===== src/rtl/add_mop_csv_pipe_if.sv =====
// Handshake bundle for add_mop_csv_pipe: operand beats in, carry-save results out.
interface add_mop_csv_pipe_if #(
    parameter int unsigned width = 16,
    parameter int unsigned depth = 6,
    parameter int unsigned cntw  = 8
);
    logic [depth*width-1:0] A;
    logic                   valid_i;
    logic                   last_i;
    logic                   ready_o;
    logic [width-1:0]       S;
    logic [width-1:0]       C;
    logic [cntw-1:0]        nbeats_o;
    logic                   valid_o;
    logic                   ready_i;

    modport master (
        output A, valid_i, last_i, ready_i,
        input  ready_o, S, C, nbeats_o, valid_o
    );

    modport slave (
        input  A, valid_i, last_i, ready_i,
        output ready_o, S, C, nbeats_o, valid_o
    );
endinterface


===== src/rtl/add_mop_csv_pipe.sv =====
// Elastic multi-operand carry-save adder/accumulator: each beat is compressed to (s,c),
// pipelined, and folded into a carry-save accumulator until a beat tagged last closes it.
module add_mop_csv_pipe #(
    parameter int unsigned width  = 16,
    parameter int unsigned depth  = 6,
    parameter int unsigned stages = 2,
    parameter int unsigned cntw   = 8
) (
    input  logic              clk_i,
    input  logic              rst_ni,
    add_mop_csv_pipe_if.slave bus
);
    localparam int unsigned last_stage = stages - 1;

    // Majority of three vectors, moved up one slice; the top carry falls off.
    function automatic logic [width-1:0] maj_sh(input logic [width-1:0] x,
                                                input logic [width-1:0] y,
                                                input logic [width-1:0] z);
        return ((x & y) | (x & z) | (y & z)) << 1;
    endfunction

    logic [width-1:0]  tree_s, tree_c, tree_op, tree_nc;
    logic [width-1:0]  ps [stages];
    logic [width-1:0]  pc [stages];
    logic [stages-1:0] pv, pl, adv;
    logic              gap;

    logic [width-1:0]  sa, ca;
    logic [cntw-1:0]   cnt;
    logic              pend;

    logic              fold, handoff;
    logic [width-1:0]  base_s, base_c, t_s, t_c, f_s, f_c;
    logic [cntw-1:0]   base_n, n_cnt;

    // Chain of bit-sliced 3:2 compressors reducing depth operands to one (s,c) pair.
    always_comb begin
        tree_op = '0;
        tree_nc = '0;
        tree_s  = bus.A[0 +: width];
        tree_c  = bus.A[width +: width];
        for (int k = 2; k < int'(depth); k++) begin
            tree_op = bus.A[k*width +: width];
            tree_nc = maj_sh(tree_s, tree_c, tree_op);
            tree_s  = tree_s ^ tree_c ^ tree_op;
            tree_c  = tree_nc;
        end
    end

    assign handoff = pend & bus.ready_i;
    assign fold    = pv[last_stage] & (~pend | bus.ready_i);

    // A stage may move when any stage at or after it has a hole, or the accumulator folds.
    always_comb begin
        adv = '0;
        gap = fold;
        for (int k = int'(stages) - 1; k >= 0; k--) begin
            gap    = gap | ~pv[k];
            adv[k] = gap;
        end
    end

    always_ff @(posedge clk_i or negedge rst_ni) begin
        if (!rst_ni) begin
            pv <= '0;
            pl <= '0;
            for (int k = 0; k < int'(stages); k++) begin
                ps[k] <= '0;
                pc[k] <= '0;
            end
        end else begin
            if (adv[0]) begin
                pv[0] <= bus.valid_i;
                pl[0] <= bus.last_i;
                ps[0] <= tree_s;
                pc[0] <= tree_c;
            end
            for (int k = 1; k < int'(stages); k++) begin
                if (adv[k]) begin
                    pv[k] <= pv[k-1];
                    pl[k] <= pl[k-1];
                    ps[k] <= ps[k-1];
                    pc[k] <= pc[k-1];
                end
            end
        end
    end

    // 4:2 fold of {Sa,Ca,s,c}; a result handed off this cycle restarts the sum from zero.
    always_comb begin
        base_s = handoff ? '0 : sa;
        base_c = handoff ? '0 : ca;
        base_n = handoff ? '0 : cnt;
        t_s    = base_s ^ base_c ^ ps[last_stage];
        t_c    = maj_sh(base_s, base_c, ps[last_stage]);
        f_s    = t_s ^ t_c ^ pc[last_stage];
        f_c    = maj_sh(t_s, t_c, pc[last_stage]);
        n_cnt  = (base_n == {cntw{1'b1}}) ? base_n : base_n + cntw'(1);
    end

    always_ff @(posedge clk_i or negedge rst_ni) begin
        if (!rst_ni) begin
            sa   <= '0;
            ca   <= '0;
            cnt  <= '0;
            pend <= 1'b0;
        end else if (fold) begin
            sa   <= f_s;
            ca   <= f_c;
            cnt  <= n_cnt;
            pend <= pl[last_stage];
        end else if (handoff) begin
            sa   <= '0;
            ca   <= '0;
            cnt  <= '0;
            pend <= 1'b0;
        end
    end

    assign bus.ready_o  = adv[0];
    assign bus.S        = sa;
    assign bus.C        = ca;
    assign bus.nbeats_o = cnt;
    assign bus.valid_o  = pend;
endmodule


===== src/flat_wrapper.sv =====
// flat-port wrapper written by rule: the top's interface ports become plain ports
module add_mop_csv_pipe_flat 
#(
    parameter int unsigned width  = 16,
    parameter int unsigned depth  = 6,
    parameter int unsigned stages = 2,
    parameter int unsigned cntw   = 8
)
  (clk_i, rst_ni, bus_A, bus_valid_i, bus_last_i, bus_ready_i, bus_ready_o, bus_S, bus_C, bus_nbeats_o, bus_valid_o);
  add_mop_csv_pipe_if #(.width(width), .depth(depth), .cntw(cntw)) bus_i ();
  input  logic clk_i;
  input  logic rst_ni;
  input wire logic [$bits(bus_i.A)-1:0] bus_A;
  input wire logic [$bits(bus_i.valid_i)-1:0] bus_valid_i;
  input wire logic [$bits(bus_i.last_i)-1:0] bus_last_i;
  input wire logic [$bits(bus_i.ready_i)-1:0] bus_ready_i;
  output wire logic [$bits(bus_i.ready_o)-1:0] bus_ready_o;
  output wire logic [$bits(bus_i.S)-1:0] bus_S;
  output wire logic [$bits(bus_i.C)-1:0] bus_C;
  output wire logic [$bits(bus_i.nbeats_o)-1:0] bus_nbeats_o;
  output wire logic [$bits(bus_i.valid_o)-1:0] bus_valid_o;
  assign bus_i.A = bus_A;
  assign bus_i.valid_i = bus_valid_i;
  assign bus_i.last_i = bus_last_i;
  assign bus_i.ready_i = bus_ready_i;
  assign bus_ready_o = bus_i.ready_o;
  assign bus_S = bus_i.S;
  assign bus_C = bus_i.C;
  assign bus_nbeats_o = bus_i.nbeats_o;
  assign bus_valid_o = bus_i.valid_o;
  add_mop_csv_pipe #(.width(width), .depth(depth), .stages(stages), .cntw(cntw)) u_core (.clk_i(clk_i), .rst_ni(rst_ni), .bus(bus_i));
endmodule

===== config.mk =====
export PLATFORM = sky130hd
export DESIGN_NAME = add_mop_csv_pipe_flat
export DESIGN_NICKNAME = d
export VERILOG_FILES = /design/src/rtl/add_mop_csv_pipe_if.sv /design/src/rtl/add_mop_csv_pipe.sv /design/src/flat_wrapper.sv
export SDC_FILE = /design/constraint.sdc
export NUM_CORES = 1
export LEC_CHECK = 0
export BUFFER_PORTS_ARGS = -buffer_cell sky130_fd_sc_hd__buf_2
export CAP_MARGIN = 20
export CELL_PAD_IN_SITES_DETAIL_PLACEMENT = 0
export CELL_PAD_IN_SITES_GLOBAL_PLACEMENT = 1
export CORE_MARGIN = 5
export CORE_UTILIZATION = 44
export DETAILED_ROUTE_END_ITERATION = 7
export MAX_ROUTING_LAYER = met4
export PLACE_DENSITY = 0.77
export SLEW_MARGIN = 20
export SYNTH_ARGS = -nofsm -noshare
export SYNTH_HDL_FRONTEND = slang
export SYNTH_SLANG_ARGS = --single-unit

===== constraint.sdc =====
create_clock -name clk_i -period 3 [get_ports clk_i]
set_input_delay 0.75 -clock clk_i [delete_from_list [all_inputs] [get_ports clk_i]]
set_output_delay 0.75 -clock clk_i [all_outputs]
set_load 0.01 [all_outputs]

==> impl_metrics.env, run 1 <==
export IMPL_drive_above_1_share_pct=34.53
export IMPL_period_minus_slack_ns=2.857
export IMPL_synth_largest_area_cell="dfrtp_1"
export IMPL_rsz0062_at_grt="false"
export IMPL_vdd_ir_drop_max_mv=0.3231
export IMPL_first_global_vias=4373
export IMPL_nets=826
export IMPL_initialDrtViolationCount=187
export IMPL_finalWirelength_mm=12.35
export IMPL_post_cts_buffers=0
export IMPL_timing_fmax_ghz=0.3501
export IMPL_die_w_um=129.4
export IMPL_critical_path_max_stage_delay_ns=0.55
export IMPL_synthCells=495
export IMPL_avgRoutedWirePerCell_um=15.06
export IMPL_slew_limit_headroom_pct=58.05
export IMPL_cts_htree_levels=3
export IMPL_postCtsHoldBufs=0
export IMPL_cts_sinks=107
export IMPL_cp_slowest_cell="fa_1"
export IMPL_synth_cell_types=38
export IMPL_cts_resized_gates=0
export IMPL_clockRootBuffer="clkbuf_16"
export IMPL_place_area_um2=7192
export IMPL_min_path_type="input pin to asynchronous set/reset pin"
export IMPL_required_ns=3.23
export IMPL_cpLargestDelayFamily="adder cells"
export IMPL_synthDominantCellAreaShare_pct=42.71
export IMPL_starting_density_of_the_core_pct=44.99
export IMPL_critical_path_reg2reg_startpoint="u_core.bus.valid_o"
export IMPL_synth_top_cells_by_area="dfrtp_1 43%, fa_1 27%, mux2_2 8.8%, nand2_1 4.7%, o21ai_0 3.5%"
export IMPL_drt_pre_antenna_iters=4
export IMPL_power_density_cell_area_nw_per_um2=835.1
export IMPL_total_power_draw_w=0.006252
export IMPL_grt_usage_pct=16.20
export IMPL_use_met3_pct=2.968
export IMPL_drc=0
export IMPL_globalRouteOverflowTotal=0
export IMPL_use_met1_pct=20.58
export IMPL_antenna_violating_nets_post_route=0
export IMPL_design_area_um2=7486
export IMPL_clk_transition_reported_paths_ns=0.07
export IMPL_grt_busiest_layer="met2"
export IMPL_max_clock_path_buffers=2
export IMPL_detailroute_via_count=3957
export IMPL_total_cts_buffers=9
export IMPL_slew_violations=0
export IMPL_cts_tree="built"
export IMPL_post_synthesis_register_bit_count=107
export IMPL_critical_path_endpoint_type="register"
export IMPL_crit_path_cell_trace="buf_2, inv_1, fa_1, fa_1, fa_1, inv_1, fa_1, mux2_2"
export IMPL_critical_path_reg2reg_endpoint="u_core.bus.S[15]"
export IMPL_top_level_i_o_count=143
export IMPL_detailedPlacementHpwl_mm=9.880
export IMPL_grt_first_pass_wirelength_mm=20.93
export IMPL_layout_area_overhead_pct=19.42
export IMPL_grt_start_max_net_pins=61
export IMPL_route_detailed_vias_per_inst=4.826
export IMPL_grt_use_met2_pct=26.98
export IMPL_dieArea_um2=16730
export IMPL_path_class="input pin to register"
export IMPL_worstPathBufferInverterCount=3
export IMPL_grt_antenna_before_repair=0
export IMPL_coreArea_um2=13930
export IMPL_portbufs=142
export IMPL_ff2ff_path_depth=8
export IMPL_rows=43
export IMPL_layout_worst_path_cycle_share_pct=95.22
export IMPL_critPathMaxFanout=1
export IMPL_postSynthAreaPerCell_um2=12.66
export IMPL_status="finished, final reports clean"
export IMPL_timing_critical_path_mode_cell="fa_1"
export IMPL_cell_leakage_power_nw=3.661
export IMPL_ys_warn_count=0
export IMPL_antenna_diode_count=0
export IMPL_maxCapViolCount=0
export IMPL_die_h_um=129.4
export IMPL_final_number_of_hold_violating_endpoints=0
export IMPL_transition_time_of_the_tightest_slew_check_pin_ns=0.6293
export IMPL_gpl_final_weighted_congestion=0.7741
export IMPL_r2r_setup_slk_ns=0.59
export IMPL_synth_net_count=686
export IMPL_cp_arrival_ns=3.08
export IMPL_setup_worst_path_start_class="input pin"
export IMPL_clock_skew_ns=0.007205
export IMPL_ys_seq_area_share_pct=42.71
export IMPL_worst_skew_pair_late_latency_ns=0.34
export IMPL_synthesis_area_um2=6269
export IMPL_setup_viol_count_final=0
-- through the flow --
stage          hold slack [ns]  utilization [%]  TNS (ns)  instances  setup slack [ns]
6_report                0.3244            53.72         0        820            0.1434
5_1_grt                 0.3405            53.72         0        820           0.07322
4_1_cts                 0.3208            53.72         0        820            0.1349
3_5_place_dp            0.4714            51.61    -3.365        804           -0.2311
3_3_place_gp            0.4602            51.61    -2.863        804           -0.1980
2_1_floorplan           0.4424                -  -0.07325        495          -0.06056
-- power by group --
group          internal [W]  switching, W  total, W  leakage, nW
combinational       0.00127       0.00142   0.00269         2.22
sequential          0.00204      0.000351   0.00239         1.30
clock              0.000644      0.000523   0.00117        0.141
total               0.00396       0.00229   0.00625         3.66
-- sequential cells by signal, indices dropped and copies added, names as in the netlist --
register and cells:
u_core.bus.S 16, u_core.pv 2, u_core.bus.C 16, u_core.ps 32, u_core.bus.nbeats_o 8, u_core.bus.valid_o 1
u_core.pc 30, u_core.pl 2
-- cell usage after synthesis (all sizes together) --
library cell  count
dfrtp           107
fa               86
nand2            79
inv              52
mux2             51
o21ai            44
buf              15
and2              7
clkbuf            5
nand3             5
xnor2             5
xor2              5
ha                4
nor2              4
a211oi            3
a21oi             3
nand2b            3
a21boi            2
and4              2
o211ai            2
xnor3             2
a221oi            1
a41oi             1
and2b             1
mux2i             1
nand4             1
nand4b            1
nor3              1
nor4b             1
o41a              1
-- cells by family after synthesis --
group | Yosys count | synth area share [%]
simple gates | 105 | 7.425
buf+inv | 72 | 4.850
fa+ha+maj | 90 | 28.26
xor+xnor | 12 | 2.116
mux | 52 | 9.381
compound gates | 57 | 5.249
flops | 107 | 42.71
-- worst register-to-register path, stage by stage, from the launching register on --
cell      delay [ns]
dfrtp_1         0.48
nand2_1         0.17
buf_12          0.18
nand2_1         0.12
fa_1            0.44
xnor3_1         0.43
nor4b_1         0.28
a21oi_1         0.07
o211ai_1        0.16
-- final cells by class --
type | count | area [um^2]
fillers | 1175 | 6449
multi-input cells | 316 | 3291
flip-flops and latches | 107 | 2678
repair buffers | 149 | 803.3
clock buffers | 9 | 225.2
well taps | 180 | 225.2
inverters | 52 | 195.2
clock inverters | 7 | 68.82
-- how the worst max path moves through the flow --
stage / end / slack [ns] / startpoint / cells after the start
after global routing: u_core.ps[17] / 0.07 / bus_A[1] / 8
after global placement: u_core.ps[17] / -0.20 / bus_A[1] / 8
after CTS: u_core.ps[17] / 0.13 / bus_A[1] / 8
final: u_core.ps[17] / 0.14 / bus_A[1] / 8
after floorplan: u_core.ps[17] / -0.06 / bus_A[1] / 7
after detailed placement: u_core.ps[17] / -0.23 / bus_A[1] / 8
-- placed cells by master (no fill, tap or decap), types with 2 or more instances in the layout --
master | netlist | layout
buf_2 | 12 | 141
dfrtp_1 | 107 | 107
fa_1 | 86 | 86
nand2_1 | 79 | 78
inv_1 | 52 | 52
mux2_2 | 49 | 49
o21ai_0 | 44 | 44
clkbuf_16 | 0 | 9
and2_1 | 7 | 6
xnor2_1 | 5 | 5
xor2_1 | 5 | 5
buf_4 | 1 | 5
nand3_1 | 4 | 4
nor2_1 | 4 | 4
ha_1 | 4 | 4
nand2b_1 | 3 | 3
clkinv_2 | 0 | 3
buf_12 | 0 | 3
and4_1 | 2 | 2
a211oi_1 | 2 | 2
xnor3_1 | 2 | 2
a21oi_1 | 2 | 2
o211ai_1 | 2 | 2
clkinvlp_4 | 0 | 2
-- per-layer routing --
metal / share of wire [%] / vias to the layer above
met5: 0 / -
met4: 1.4 / 0
met3: 5.5 / 13
met2: 50 / 95
met1: 43 / 1992
li1: - / 1857
Power figures use the tool's default switching activity.
==> inputs of run 2 (changes only) <==
ABC_AREA = 1   (was default)
BUFFER_PORTS_ARGS = -buffer_cell sky130_fd_sc_hd__buf_4   (was -buffer_cell sky130_fd_sc_hd__buf_2)
CORE_UTILIZATION = 42   (was 44)
PLACE_DENSITY = 0.76   (was 0.77)
==> run 2 against run 1 <==
Flip-flop and latch count unchanged. Sequential power about the same. Cell area rose by 8.0%. Hold slack improved by 0.11 ns. Non-clock buffer count up 2. Synthesized area increased by 4.4%. Largest power group unchanged. Critical path type unchanged. First-iteration DRC count down 28%. Die area is 8.6% higher. Highest routed layer unchanged. Utilization down 0.75 points. Routed wire length up 7.7%. Fmax up 4.7%.
==> impl_metrics.env, run 2 <==
export IMPL_antenna_violating_nets_post_route=0
export IMPL_drt_pre_antenna_iters=4
export IMPL_portbufs=142
export IMPL_antenna_diode_count=0
export IMPL_clk_transition_reported_paths_ns=0.07
export IMPL_final_number_of_hold_violating_endpoints=0
export IMPL_cp_arrival_ns=2.94
export IMPL_synth_cell_types=28
export IMPL_critPathMaxFanout=1
export IMPL_rsz0062_at_grt="false"
export IMPL_avgRoutedWirePerCell_um=13.15
export IMPL_synth_net_count=849
export IMPL_grt_first_pass_wirelength_mm=23.00
export IMPL_required_ns=3.22
export IMPL_rows=45
export IMPL_postLayoutSetupSlackWorst_ns=0.2721
export IMPL_detailroute_via_count=4537
export IMPL_cts_sinks=107
export IMPL_period_minus_slack_ns=2.728
export IMPL_globalRouteOverflowTotal=0
export IMPL_nets=986
export IMPL_grt_usage_pct=16.03
export IMPL_dieArea_um2=18180
export IMPL_clock_skew_ns=0.004296
export IMPL_timing_fmax_ghz=0.3666
export IMPL_ys_seq_area_share_pct=40.91
export IMPL_max_clock_path_buffers=2
export IMPL_ys_async_sr_fraction_pct=100.0
export IMPL_setup_worst_path_start_class="input pin"
export IMPL_r2r_setup_slk_ns=0.87
export IMPL_status="finished, final reports clean"
export IMPL_largest_register="u_core.ps"
export IMPL_multi_input_area_um2=3302
export IMPL_drive_above_1_share_pct=24.63
export IMPL_worst_skew_pair_late_latency_ns=0.34
export IMPL_die_h_um=134.8
export IMPL_clockRootBuffer="clkbuf_16"
export IMPL_synth_edff_count=0
export IMPL_dominantRegCellSynth="dfrtp_1"
export IMPL_crit_path_cell_trace="buf_4, inv_1, fa_1, fa_1, fa_1, inv_1, fa_1, nand2_1, o21ai_2"
export IMPL_postSynthAreaPerCell_um2=9.947
export IMPL_slew_limit_headroom_pct=54.10
export IMPL_layout_area_overhead_pct=23.49
export IMPL_fillCellCount=1377
export IMPL_die_w_um=134.8
export IMPL_cell_leakage_power_nw=4.164
export IMPL_coreArea_um2=15260
export IMPL_number_of_placed_instances_with_taps_included=995
export IMPL_worst_hold_slack_ns=0.4359
export IMPL_initialDrtViolationCount=135
export IMPL_critical_path_endpoint_type="register"
export IMPL_leading_cell_type_by_number_of_instances_after_synthesis="nand2_1"
export IMPL_layout_cells_non_filler=1011
export IMPL_grt_antenna_before_repair=0
export IMPL_synth_common_cells="205 x nand2_1, 107 x dfrtp_1, 100 x inv_1, 86 x fa_1, 53 x o21ai_0"
export IMPL_seqCellArea_um2=2678
export IMPL_synth_largest_area_cell="dfrtp_1"
export IMPL_min_path_type="input pin to asynchronous set/reset pin"
export IMPL_slew_violations=0
export IMPL_gpl_final_weighted_congestion=0.8553
export IMPL_transition_time_of_the_tightest_slew_check_pin_ns=0.6885
export IMPL_first_global_vias=4886
export IMPL_layout_common_cells="205 x nand2_1, 150 x buf_4, 107 x dfrtp_1"
export IMPL_setup_viol_count_final=0
export IMPL_reg_largest_list="u_core.ps x32, u_core.pc x30"
export IMPL_grt_start_max_net_pins=56
export IMPL_postCtsHoldBufs=0
export IMPL_cts_htree_levels=3
export IMPL_timing_critical_path_mode_cell="fa_1"
export IMPL_most_frequent_standard_cell_in_the_layout_excluding_fill_and_tap_cells="nand2_1"
export IMPL_total_cts_buffers=9
export IMPL_ys_warn_count=0
export IMPL_finalWirelength_mm=13.30
export IMPL_critical_path_max_stage_delay_ns=0.55
export IMPL_cts_tree="built"
export IMPL_path_class="input pin to register"
export IMPL_preCtsSetupSlack_ns=-0.08557
export IMPL_layout_worst_path_cycle_share_pct=90.93
export IMPL_starting_density_of_the_core_pct=42.89
export IMPL_detailedPlacementHpwl_mm=10.89
export IMPL_post_synthesis_register_bit_count=107
export IMPL_maxCapViolCount=0
export IMPL_drc=0
export IMPL_synthDominantCellAreaShare_pct=40.91
export IMPL_synthesis_area_um2=6545
export IMPL_cp_slowest_cell="fa_1"
export IMPL_flip_flop_count_of_the_largest_register_all_copies_and_words_added=32
export IMPL_synthCells=658
export IMPL_post_cts_buffers=0
export IMPL_vdd_ir_drop_max_mv=0.3028
export IMPL_top_level_i_o_count=143
export IMPL_power_density_cell_area_nw_per_um2=803.8
export IMPL_route_detailed_vias_per_inst=4.488
export IMPL_synth_top_cells_by_area="dfrtp_1 41%, fa_1 26%, nand2_1 12%, inv_1 5.7%, o21ai_0 4.1%"
export IMPL_cts_resized_gates=0
-- run 2: cell types whose count changed after synthesis, moves of 9 or more --
| cell | change |
|---|---|
| o21ai_2 | +14 |
| inv_1 | +48 |
| o21ai_0 | +9 |
| nand2_1 | +126 |
| mux2_2 | -49 |
| nand3_1 | +11 |
| o21ai_1 | +9 |
-- run 2: worst paths after layout --
path                                     from                      to  cells after the start
max                                  bus_A[1]           u_core.ps[17]                      9
min                                    rst_ni        u_core.bus.S[13]                      1
max reg2reg                u_core.bus.valid_o         u_core.bus.S[1]                      8
min reg2reg                     u_core.pc[18]            u_core.pc[2]                      2
max in group asynchronous              rst_ni  u_core.bus.nbeats_o[3]                      2
min in group clk_i              u_core.pc[18]            u_core.pc[2]                      2
-- run 2: kinds of logic (layout without fill, tap and decap cells) --
family / Yosys count / count (layout) / synth area share (%)
simple gates: 248 / 248 / 15.64
buf+inv: 129 / 271 / 8.717
flops: 107 / 107 / 40.91
fa+ha+maj: 90 / 90 / 27.07
compound gates: 77 / 77 / 6.729
xor+xnor: 7 / 7 / 0.9367
-- run 2: layout make-up --
cell class,instances,share of cell area [%]
flip-flops and latches,107,33.13
clock buffers,10,2.833
inverters,104,4.861
clock inverters,6,0.8824
well taps,211,3.266
multi-input cells,422,40.85
repair buffers,151,14.18
-- run 2: through the flow --
step | setup TNS (ns) | total power [W] | area [um^2] | utilization (%)
3_3_place_gp | -0.5213 | 0.005278 | 7782 | 51.00
5_1_grt | 0 | 0.007220 | 8083 | 52.97
3_5_place_dp | -0.7130 | 0.005405 | 7782 | 51.00
2_1_floorplan | 0 | 0.004367 | 6545 | -
4_1_cts | 0 | 0.006630 | 8083 | 52.97
6_report | 0 | 0.006497 | 8083 | 52.97
-- run 2: power by group --
group,total (W),switching (W),internal (W)
sequential,0.00238,0.000351,0.00203
clock,0.00118,0.000528,0.000657
combinational,0.00293,0.00160,0.00133
total,0.00650,0.00248,0.00401
-- run 2: per-layer routing --
layer  track usage (%)  vias up  share of wire, %
met3             3.130       12               5.6
met2             23.96      139                44
li1                  -     2254                 -
met1             22.45     2132                49
met5                 -        -                 0
met4             4.751        0               1.3
-- run 2: worst max-delay path: cells and delay by family --
kind	cells	cell delay (ns)
and+or+nand+nor	1	0.09
AOI/OAI and AO/OA	1	0.06
buffers and inverters	3	0.17
adders and majority gates	4	1.89
